File: src/rtl/gpio_ctrl.sv
// gpio_ctrl: memory-mapped GPIO; drives gp_o, samples gp_i through a 2-flop synchroniser,
//   an optional debounce filter and edge detection into sticky, maskable interrupt status.
// Latency: device_rvalid_o/device_rdata_o one cycle after device_req_i; gp_i -> IN two edges,
//   -> irq_o three edges (plus DBNC_CYCLES edges when debounce is built in and nonzero).
// Backpressure: none; one request accepted every cycle, the response always follows next cycle.
//
// Ports: clk_i, rst_ni (async active-low) | device_req_i/addr/we/be/wdata request,
//        device_rvalid_o/rdata_o response | gp_o output pins | gp_i async input pins |
//        irq_o = OR of IRQ_STATUS.
// Build option: `define GPIO_CTRL_DEBOUNCE_EN adds per-input debounce counters and the
//        DBNC_CYCLES register at 0x1C; without it IN is the synchroniser output and 0x1C is unmapped.
module gpio_ctrl #(
    parameter int unsigned GpoWidth  = 16,
    parameter int unsigned GpiWidth  = 16,
    parameter int unsigned DbncWidth = 16
) (
    input  logic                clk_i,
    input  logic                rst_ni,
    input  logic                device_req_i,
    input  logic [31:0]         device_addr_i,
    input  logic                device_we_i,
    input  logic [3:0]          device_be_i,
    input  logic [31:0]         device_wdata_i,
    output logic                device_rvalid_o,
    output logic [31:0]         device_rdata_o,
    output logic [GpoWidth-1:0] gp_o,
    input  logic [GpiWidth-1:0] gp_i,
    output logic                irq_o
);

    // Word indices decoded from addr[9:2]
    localparam logic [7:0] RegOut    = 8'h00;
    localparam logic [7:0] RegOutSet = 8'h01;
    localparam logic [7:0] RegOutClr = 8'h02;
    localparam logic [7:0] RegIn     = 8'h03;
    localparam logic [7:0] RegRiseEn = 8'h04;
    localparam logic [7:0] RegFallEn = 8'h05;
    localparam logic [7:0] RegStatus = 8'h06;
    localparam logic [7:0] RegDbnc   = 8'h07;

    logic [7:0]  reg_idx;
    logic        wr_en;
    logic        rd_en;
    logic [31:0] be_mask;
    logic [31:0] wdata_m;

    assign reg_idx = device_addr_i[9:2];
    assign wr_en   = device_req_i & device_we_i;
    assign rd_en   = device_req_i & ~device_we_i;
    assign be_mask = {{8{device_be_i[3]}}, {8{device_be_i[2]}},
                      {8{device_be_i[1]}}, {8{device_be_i[0]}}};
    // Byte-masked write data; SET, CLR and W1C only ever act on enabled lanes.
    assign wdata_m = device_wdata_i & be_mask;

    // Address bits outside [9:2] and data bits above the register widths are don't-care.
    logic unused_bus_bits;
    assign unused_bus_bits = ^{device_addr_i[31:10], device_addr_i[1:0], wdata_m, be_mask};

    logic [GpoWidth-1:0] out_q,     out_d;
    logic [GpiWidth-1:0] rise_en_q, rise_en_d;
    logic [GpiWidth-1:0] fall_en_q, fall_en_d;
    logic [GpiWidth-1:0] status_q,  status_d;
    logic [GpiWidth-1:0] sync1_q,   sync2_q;
    logic [GpiWidth-1:0] in_val;     // filtered input value (IN)
    logic [GpiWidth-1:0] in_prev_q;  // IN one cycle earlier, for edge detection
    logic [GpiWidth-1:0] edge_set;
    logic [GpiWidth-1:0] w1c;
    logic [31:0]         rdata_d,   rdata_q;
    logic                rvalid_q;

`ifdef GPIO_CTRL_DEBOUNCE_EN
    logic [DbncWidth-1:0] dbnc_q, dbnc_d;
    logic [GpiWidth-1:0]  filt_q;
    logic [DbncWidth-1:0] cnt_q [GpiWidth];

    always_ff @(posedge clk_i or negedge rst_ni) begin
        if (!rst_ni) begin
            dbnc_q <= '0;
            filt_q <= '0;
            for (int i = 0; i < GpiWidth; i++) begin
                cnt_q[i] <= '0;
            end
        end else begin
            dbnc_q <= dbnc_d;
            for (int i = 0; i < GpiWidth; i++) begin
                if (dbnc_q == '0) begin
                    // Bypass: load what sync2 is about to hold, so filt_q always equals s2
                    // and switching the filter on later starts from the current input.
                    filt_q[i] <= sync1_q[i];
                    cnt_q[i]  <= '0;
                end else if (sync2_q[i] == filt_q[i]) begin
                    cnt_q[i] <= '0;
                end else if (cnt_q[i] >= dbnc_q - DbncWidth'(1)) begin
                    // >= rather than == also catches a count left above a newly lowered length.
                    filt_q[i] <= sync2_q[i];
                    cnt_q[i]  <= '0;
                end else begin
                    cnt_q[i] <= cnt_q[i] + DbncWidth'(1);
                end
            end
        end
    end

    assign in_val = filt_q;
`else
    // Debounce width only sizes hardware that this build leaves out.
    logic [DbncWidth-1:0] unused_dbnc;
    assign unused_dbnc = '0;

    assign in_val = sync2_q;
`endif

    assign edge_set = (rise_en_q &  in_val & ~in_prev_q)
                    | (fall_en_q & ~in_val &  in_prev_q);

    always_comb begin
        out_d     = out_q;
        rise_en_d = rise_en_q;
        fall_en_d = fall_en_q;
        w1c       = '0;
`ifdef GPIO_CTRL_DEBOUNCE_EN
        dbnc_d    = dbnc_q;
`endif
        if (wr_en) begin
            case (reg_idx)
                RegOut:    out_d     = (out_q & ~be_mask[GpoWidth-1:0]) | wdata_m[GpoWidth-1:0];
                RegOutSet: out_d     = out_q | wdata_m[GpoWidth-1:0];
                RegOutClr: out_d     = out_q & ~wdata_m[GpoWidth-1:0];
                RegRiseEn: rise_en_d = (rise_en_q & ~be_mask[GpiWidth-1:0]) | wdata_m[GpiWidth-1:0];
                RegFallEn: fall_en_d = (fall_en_q & ~be_mask[GpiWidth-1:0]) | wdata_m[GpiWidth-1:0];
                RegStatus: w1c       = wdata_m[GpiWidth-1:0];
`ifdef GPIO_CTRL_DEBOUNCE_EN
                RegDbnc:   dbnc_d    = (dbnc_q & ~be_mask[DbncWidth-1:0]) | wdata_m[DbncWidth-1:0];
`endif
                default: ;
            endcase
        end
        // A new edge in the same cycle as its W1C keeps the flag set.
        status_d = (status_q & ~w1c) | edge_set;
    end

    always_comb begin
        rdata_d = '0;
        if (rd_en) begin
            case (reg_idx)
                RegOut, RegOutSet, RegOutClr: rdata_d = 32'(out_q);
                RegIn:     rdata_d = 32'(in_val);
                RegRiseEn: rdata_d = 32'(rise_en_q);
                RegFallEn: rdata_d = 32'(fall_en_q);
                RegStatus: rdata_d = 32'(status_q);
`ifdef GPIO_CTRL_DEBOUNCE_EN
                RegDbnc:   rdata_d = 32'(dbnc_q);
`endif
                default:   rdata_d = '0;
            endcase
        end
    end

    always_ff @(posedge clk_i or negedge rst_ni) begin
        if (!rst_ni) begin
            out_q     <= '0;
            rise_en_q <= '0;
            fall_en_q <= '0;
            status_q  <= '0;
            sync1_q   <= '0;
            sync2_q   <= '0;
            in_prev_q <= '0;
            rdata_q   <= '0;
            rvalid_q  <= 1'b0;
        end else begin
            out_q     <= out_d;
            rise_en_q <= rise_en_d;
            fall_en_q <= fall_en_d;
            status_q  <= status_d;
            sync1_q   <= gp_i;
            sync2_q   <= sync1_q;
            in_prev_q <= in_val;
            rdata_q   <= rdata_d;
            rvalid_q  <= device_req_i;
        end
    end

    assign gp_o            = out_q;
    assign irq_o           = |status_q;
    assign device_rvalid_o = rvalid_q;
    assign device_rdata_o  = rdata_q;

endmodule

File: config.mk
export PLATFORM = sky130hd
export DESIGN_NAME = gpio_ctrl
export DESIGN_NICKNAME = d
export VERILOG_FILES = /design/src/rtl/gpio_ctrl.sv
export SDC_FILE = /design/constraint.sdc
export NUM_CORES = 1
export LEC_CHECK = 0
export BUFFER_PORTS_ARGS = -buffer_cell sky130_fd_sc_hd__buf_2
export CAP_MARGIN = 20
export CORE_UTILIZATION = 48
export CTS_CLUSTER_DIAMETER = 150
export CTS_CLUSTER_SIZE = 10
export DETAILED_ROUTE_END_ITERATION = 10
export HOLD_SLACK_MARGIN = 0.08
export PLACE_DENSITY = 0.87
export RECOVER_POWER = 25
export SLEW_MARGIN = 15
export SYNTH_ARGS = -nofsm -noshare
export SYNTH_HDL_FRONTEND = slang
export SYNTH_SLANG_ARGS = --single-unit
File: constraint.sdc
create_clock -name clk_i -period 1 [get_ports clk_i]
set_input_delay 0 -clock clk_i [delete_from_list [all_inputs] [get_ports clk_i]]
set_output_delay 0 -clock clk_i [all_outputs]
set_load 0.02 [all_outputs]
Yosys cells after proc, flatten, opt, wreduce, memory -nomap -nowiden

Cells that the tools add are included.

Register bits after elaboration: 145
Input bits: 88
Output and inout bits: 50
Logic and storage cells: 51

Equal/unequal tests: 6
Multiplexer cells: 5
Bitwise operators: 24
Reductions and logical operators: 7

Operator list:

| kind                                                             | number |
|---|---|
| 16-bit bitwise AND                                               | 10 |
| 16-bit OR                                                        | 6 |
| 16-bit NOT                                                       | 5 |
| 16-bit case mux with 5 select lines                              | 1 |
| 16-bit 2-to-1 mux                                                | 3 |
| 16-bit case mux with 3 select lines                              | 1 |
| 8-bit by 3-bit == test with 1-bit output (second input constant) | 3 |
| 8-bit by 2-bit == test with 1-bit output (second input constant) | 2 |
| 16-bit OR reduction                                              | 1 |
| 8-bit by 1-bit == test with 1-bit output (second input constant) | 1 |
| 8-bit logical NOT                                                | 1 |
| 2-bit AND reduction                                              | 3 |
| 3-bit nonzero test                                               | 1 |
| 3-bit OR reduction                                               | 1 |
| 1-bit bitwise AND                                                | 2 |
| 1-bit NOT                                                        | 1 |

Longest topological paths before layout

Depth in word-level cells: 6
Gate-level depth with buffers: 7
Depth with buffers taken out: 4

Worst setup path after synthesis

No wires, ideal clock.

Path type: input -> register
From: in device_addr_i[7]
To: reg out_q[11], in the netlist gp_o[11]
Setup time: 0.066 ns
Data arrival time: 1.621 ns
Data required time: 0.934 ns
Setup slack: -0.687 ns
Cell stages on the path: 7
Path buffers: 3
Cells stage by stage: or4_4 buf_6 or4_1 buf_2 buf_6 o21ai_1 a22o_1

Word-level cells in the longest chain between the ends: 3
Elaborated cells between the ends (all ways): 6
Those cells by class: 2 x eq/ne; 1 x mux; 3 x reduce/logical

RTL lines:

| element                                                                | RTL line | text |
|---|---|---|
| from (decl)                                                            | 20       | `input logic [31:0] device_addr_i,` |
| 8-bit by 1-bit == test with 1-bit output, or another cell as far along | 125      | `case (reg_idx)` |
| 3-bit nonzero test (no line)                                           | -        |  |
| 2-bit AND reduction (no line)                                          | -        |  |
| to (signal assigned)                                                   | 171      | `out_q <= out_d;` |
| to (decl)                                                              | 59       | `logic [GpoWidth-1:0] out_q, out_d;` |

Several ways; a longest one is shown, not always the timed one.
A chain may end at the register's enable or synchronous reset.

Final worst setup path

From: reg status_q[0]
To: out irq_o

Word-level cells in the longest chain between the ends: 1

RTL lines:

| element                | RTL line | text |
|---|---|---|
| from (decl)            | 62       | `logic [GpiWidth-1:0] status_q, status_d;` |
| from (signal assigned) | 174      | `status_q <= status_d;` |
| 16-bit OR reduction    | 184      | `assign irq_o = \|status_q;` |
| to (decl)              | 28       | `output logic irq_o` |

No other way between the ends.

==> metrics.cfg <==
[clock_network]
worst_skew_pair.late_latency_ns=0.55
clock_tree.root_cell=sky130_fd_sc_hd__clkbuf_8
worst_setup_hold_path_clk_slew_ns=0.06
cts_hold_repair.buffers=42
cts_max_level=4
cts_buffers=17
tritoncts=yes
count_of_clock_tree_sinks=129
clk_path_buf_depth=2

[floorplan]
floorplan.rows=38
core-area_mm2=0.0108
chipWidth_um=107
chipHeight_um=107
start_util=0.492
fp.dieArea_mm2=0.0115
io_pins=138

[outcome]
violations=negative setup slack
run_status=finished, violations left

[power]
post-layout-total-power_w=0.0143
worst_ir_drop_vdd_mv=1.09
intPower_w=0.0107
p_clk_frac=0.473
power_frac_comb=0.125
share_seq_of_total_power=0.402
power_per_cell_area_mw_per_mm2=1710
power.switching_w=0.00361
power_switching_share=0.253
total_leakage_power_nw=3.93

[yosys]
synth_area_mm2=0.00533
syn-instance-count=430
synth_cell_types=41
synth-seq-area-share=0.606
yosys_register_bits=129
yosysWarningCount=0
synthArstFlopShare=1.00
ys_dominant_reg_cell=sky130_fd_sc_hd__dfrtp_1
synth-edff-count=0
avgSynthCellArea_um2=12.4

[final_layout]
antennaDiodeCount=0
syn_to_final_growth_pct=56.5
finalNetCount=747
num-fill-cells=560
post_route_cells_drive_above_1_share=0.475
stdcell_area_mm2=0.00834

[drt]
drt-initial-drc-count=629
drtPass1Iterations=7
wirelength_um=22600
drc=0
num_vias=5449
wire_per_inst_um=27.8
drt.antenna.violating_nets=0
vias_per_cell=6.71

[run]
maxCapViolCount=0

[sta]
finalSetupTns_ns=-25.27
hold_viol_final=0
fraction_of_the_cycle_the_final_worst_path_needs=1.81
finClkSkew_ns=0.0107
final_critical_path_time_including_i_o_delays_and_setup_ns=1.81
setup_repair_after_global_routing_missed_its_margin=yes
final_max_slew_viol_count=0
timing.final.ws_setup_ns=-0.814
timing.hold.ws_ns=0.0748
worst_slew_margin_rel=0.478
timing.fmax_mhz=551
worst_slew_pin_slew_ns=0.781
setup_violators_final=114

[global_routing]
grt_pass1_vias=5368
first_pass_grt_wire_length_um=30300
globalRoute.totalOverflow=0
antenna_found_initial=0
grt_max_degree=34
total_global_routing_track_utilization=0.365

[critical_path]
cp_common_cell=sky130_fd_sc_hd__buf_4
critical_path.startpoint_type=flop
critical_path_class=flop to primary output
crit_required_ns=1.00
timing.critical_path.cells=nor4_2 > buf_4 > nand4_1 > buf_4
reg2reg_depth=3
worst-path-max-fanout=2
timing.critical_path.arrival_ns=1.81
worst_r2r_endpoint=device_rdata_o[10]$_DFF_PN0_
timing.critical_path.max_delay_family=simple AND/OR/NAND/NOR gates
reg2reg_setup_slack_ns=-0.53
critPathCaptureType=primary output
critPathBufInv=2
max_stage_delay_ns=0.41
critPathSlowestCell=sky130_fd_sc_hd__dfrtp_1

[worst_hold_path]
hold_path_class=input pin to async pin

[placed_design]
gpl.final_weighted_congestion=0.890
area_after_dpl_mm2=0.00652
port_buffers=79
pre_cts_slack_ns=-0.859
dp.final_hpwl_um=10100

## stage by stage
stage	util	cells
global placement	0.601	711
floorplan	-	445
detailed placement	0.601	711
global route	0.769	812
CTS	0.754	809
finish	0.769	812
## area by class of cell
| cell class | count | area (um2) | area share |
|---|---|---|---|
| multi-input combinational | 280 | 2290 | 0.275 |
| clock inverter | 11 | 185 | 0.0222 |
| tap | 140 | 175 | 0.0210 |
| clock buffer | 21 | 439 | 0.0527 |
| timing repair buffer | 231 | 2020 | 0.242 |
| sequential | 129 | 3230 | 0.387 |
## repair_timing
action,4_1_cts,5_1_grt
resized for setup,120,37
endpoints found under the hold margin,226,21
setup buffers,24,3
cloned,1,0
pin swaps,29,28
setup endpoints to repair,111,114
## routing by layer
layer / global-route usage / wire length (um) / up-vias
met5: 0 / 0 / -
met4: 0.283 / 2210 / 0
met3: 0.0969 / 2940 / 223
met2: 0.572 / 10100 / 644
met1: 0.428 / 7370 / 2561
li1: - / - / 2021
## power by group through the flow
| stage | clock, W | combinational (W) | sequential [W] |
|---|---|---|---|
| finish | 0.00674 | 0.00179 | 0.00574 |
| global route | 0.00699 | 0.00184 | 0.00573 |
| CTS | 0.00663 | 0.00155 | 0.00568 |
| detailed placement | 0 | 0.00126 | 0.00575 |
| global placement | 0 | 0.00122 | 0.00574 |
| floorplan | 0 | 0.000531 | 0.00573 |
## layout by cell type (no fill, tap or decap), drive strengths merged, types with 3 or more instances in the layout
| cell | count |
|---|---|
| and2 | 3 |
| bufinv | 5 |
| and3 | 3 |
| mux2 | 32 |
| buf | 186 |
| conb | 16 |
| a222oi | 9 |
| o211ai | 4 |
| a211oi | 6 |
| nor2b | 9 |
| a22o | 25 |
| nand4b | 3 |
| a21oi | 16 |
| mux2i | 7 |
| nand3 | 20 |
| nand2 | 36 |
| nand3b | 15 |
| a21o | 16 |
| dfrtp | 129 |
| nor2 | 8 |
| nor4 | 6 |
| clkinv | 4 |
| clkbuf | 24 |
| dlygate4sd3 | 41 |
| o21ai | 35 |
## cells in the mapped netlist (all sizes together), types with 8 or more instances
cell type / count / area, um2
nand3: 20 / 120
a21oi: 16 / 80.1
buf: 21 / 156
a22o: 25 / 219
nor2b: 9 / 56.3
nand2: 36 / 135
dfrtp: 129 / 3230
nor2: 8 / 30.0
a21o: 16 / 120
a222oi: 9 / 90.1
nand3b: 15 / 113
o21ai: 35 / 183
mux2: 32 / 360
clkbuf: 15 / 57.6
## how the worst max path moves through the flow
stage                               start                    to  slack [ns]  cells after the start
floorplan                device_addr_i[7]  gp_o[11]$_DFFE_PN0P_       -0.69                      7
global placement         device_addr_i[7]                  flop       -0.82                      7
detailed placement       device_addr_i[7]                  flop       -0.86                      7
CTS                 status_q[0]$_DFF_PN0_                 irq_o       -0.74                      4
global route        status_q[0]$_DFF_PN0_                 irq_o       -0.85                      4
finish              status_q[0]$_DFF_PN0_                 irq_o       -0.81                      4
## kinds of logic (layout without fill, tap and decap cells)
family,count (synthesis),after routing,synth area share
flops,129,129,0.606
other cells,1,16,0.000704
buf+inv,36,263,0.0401
compound gates,112,112,0.145
xor+xnor,1,1,0.00164
mux,39,39,0.0808
simple gates,112,112,0.126
No activity file was read; power rests on OpenSTA's default activity.
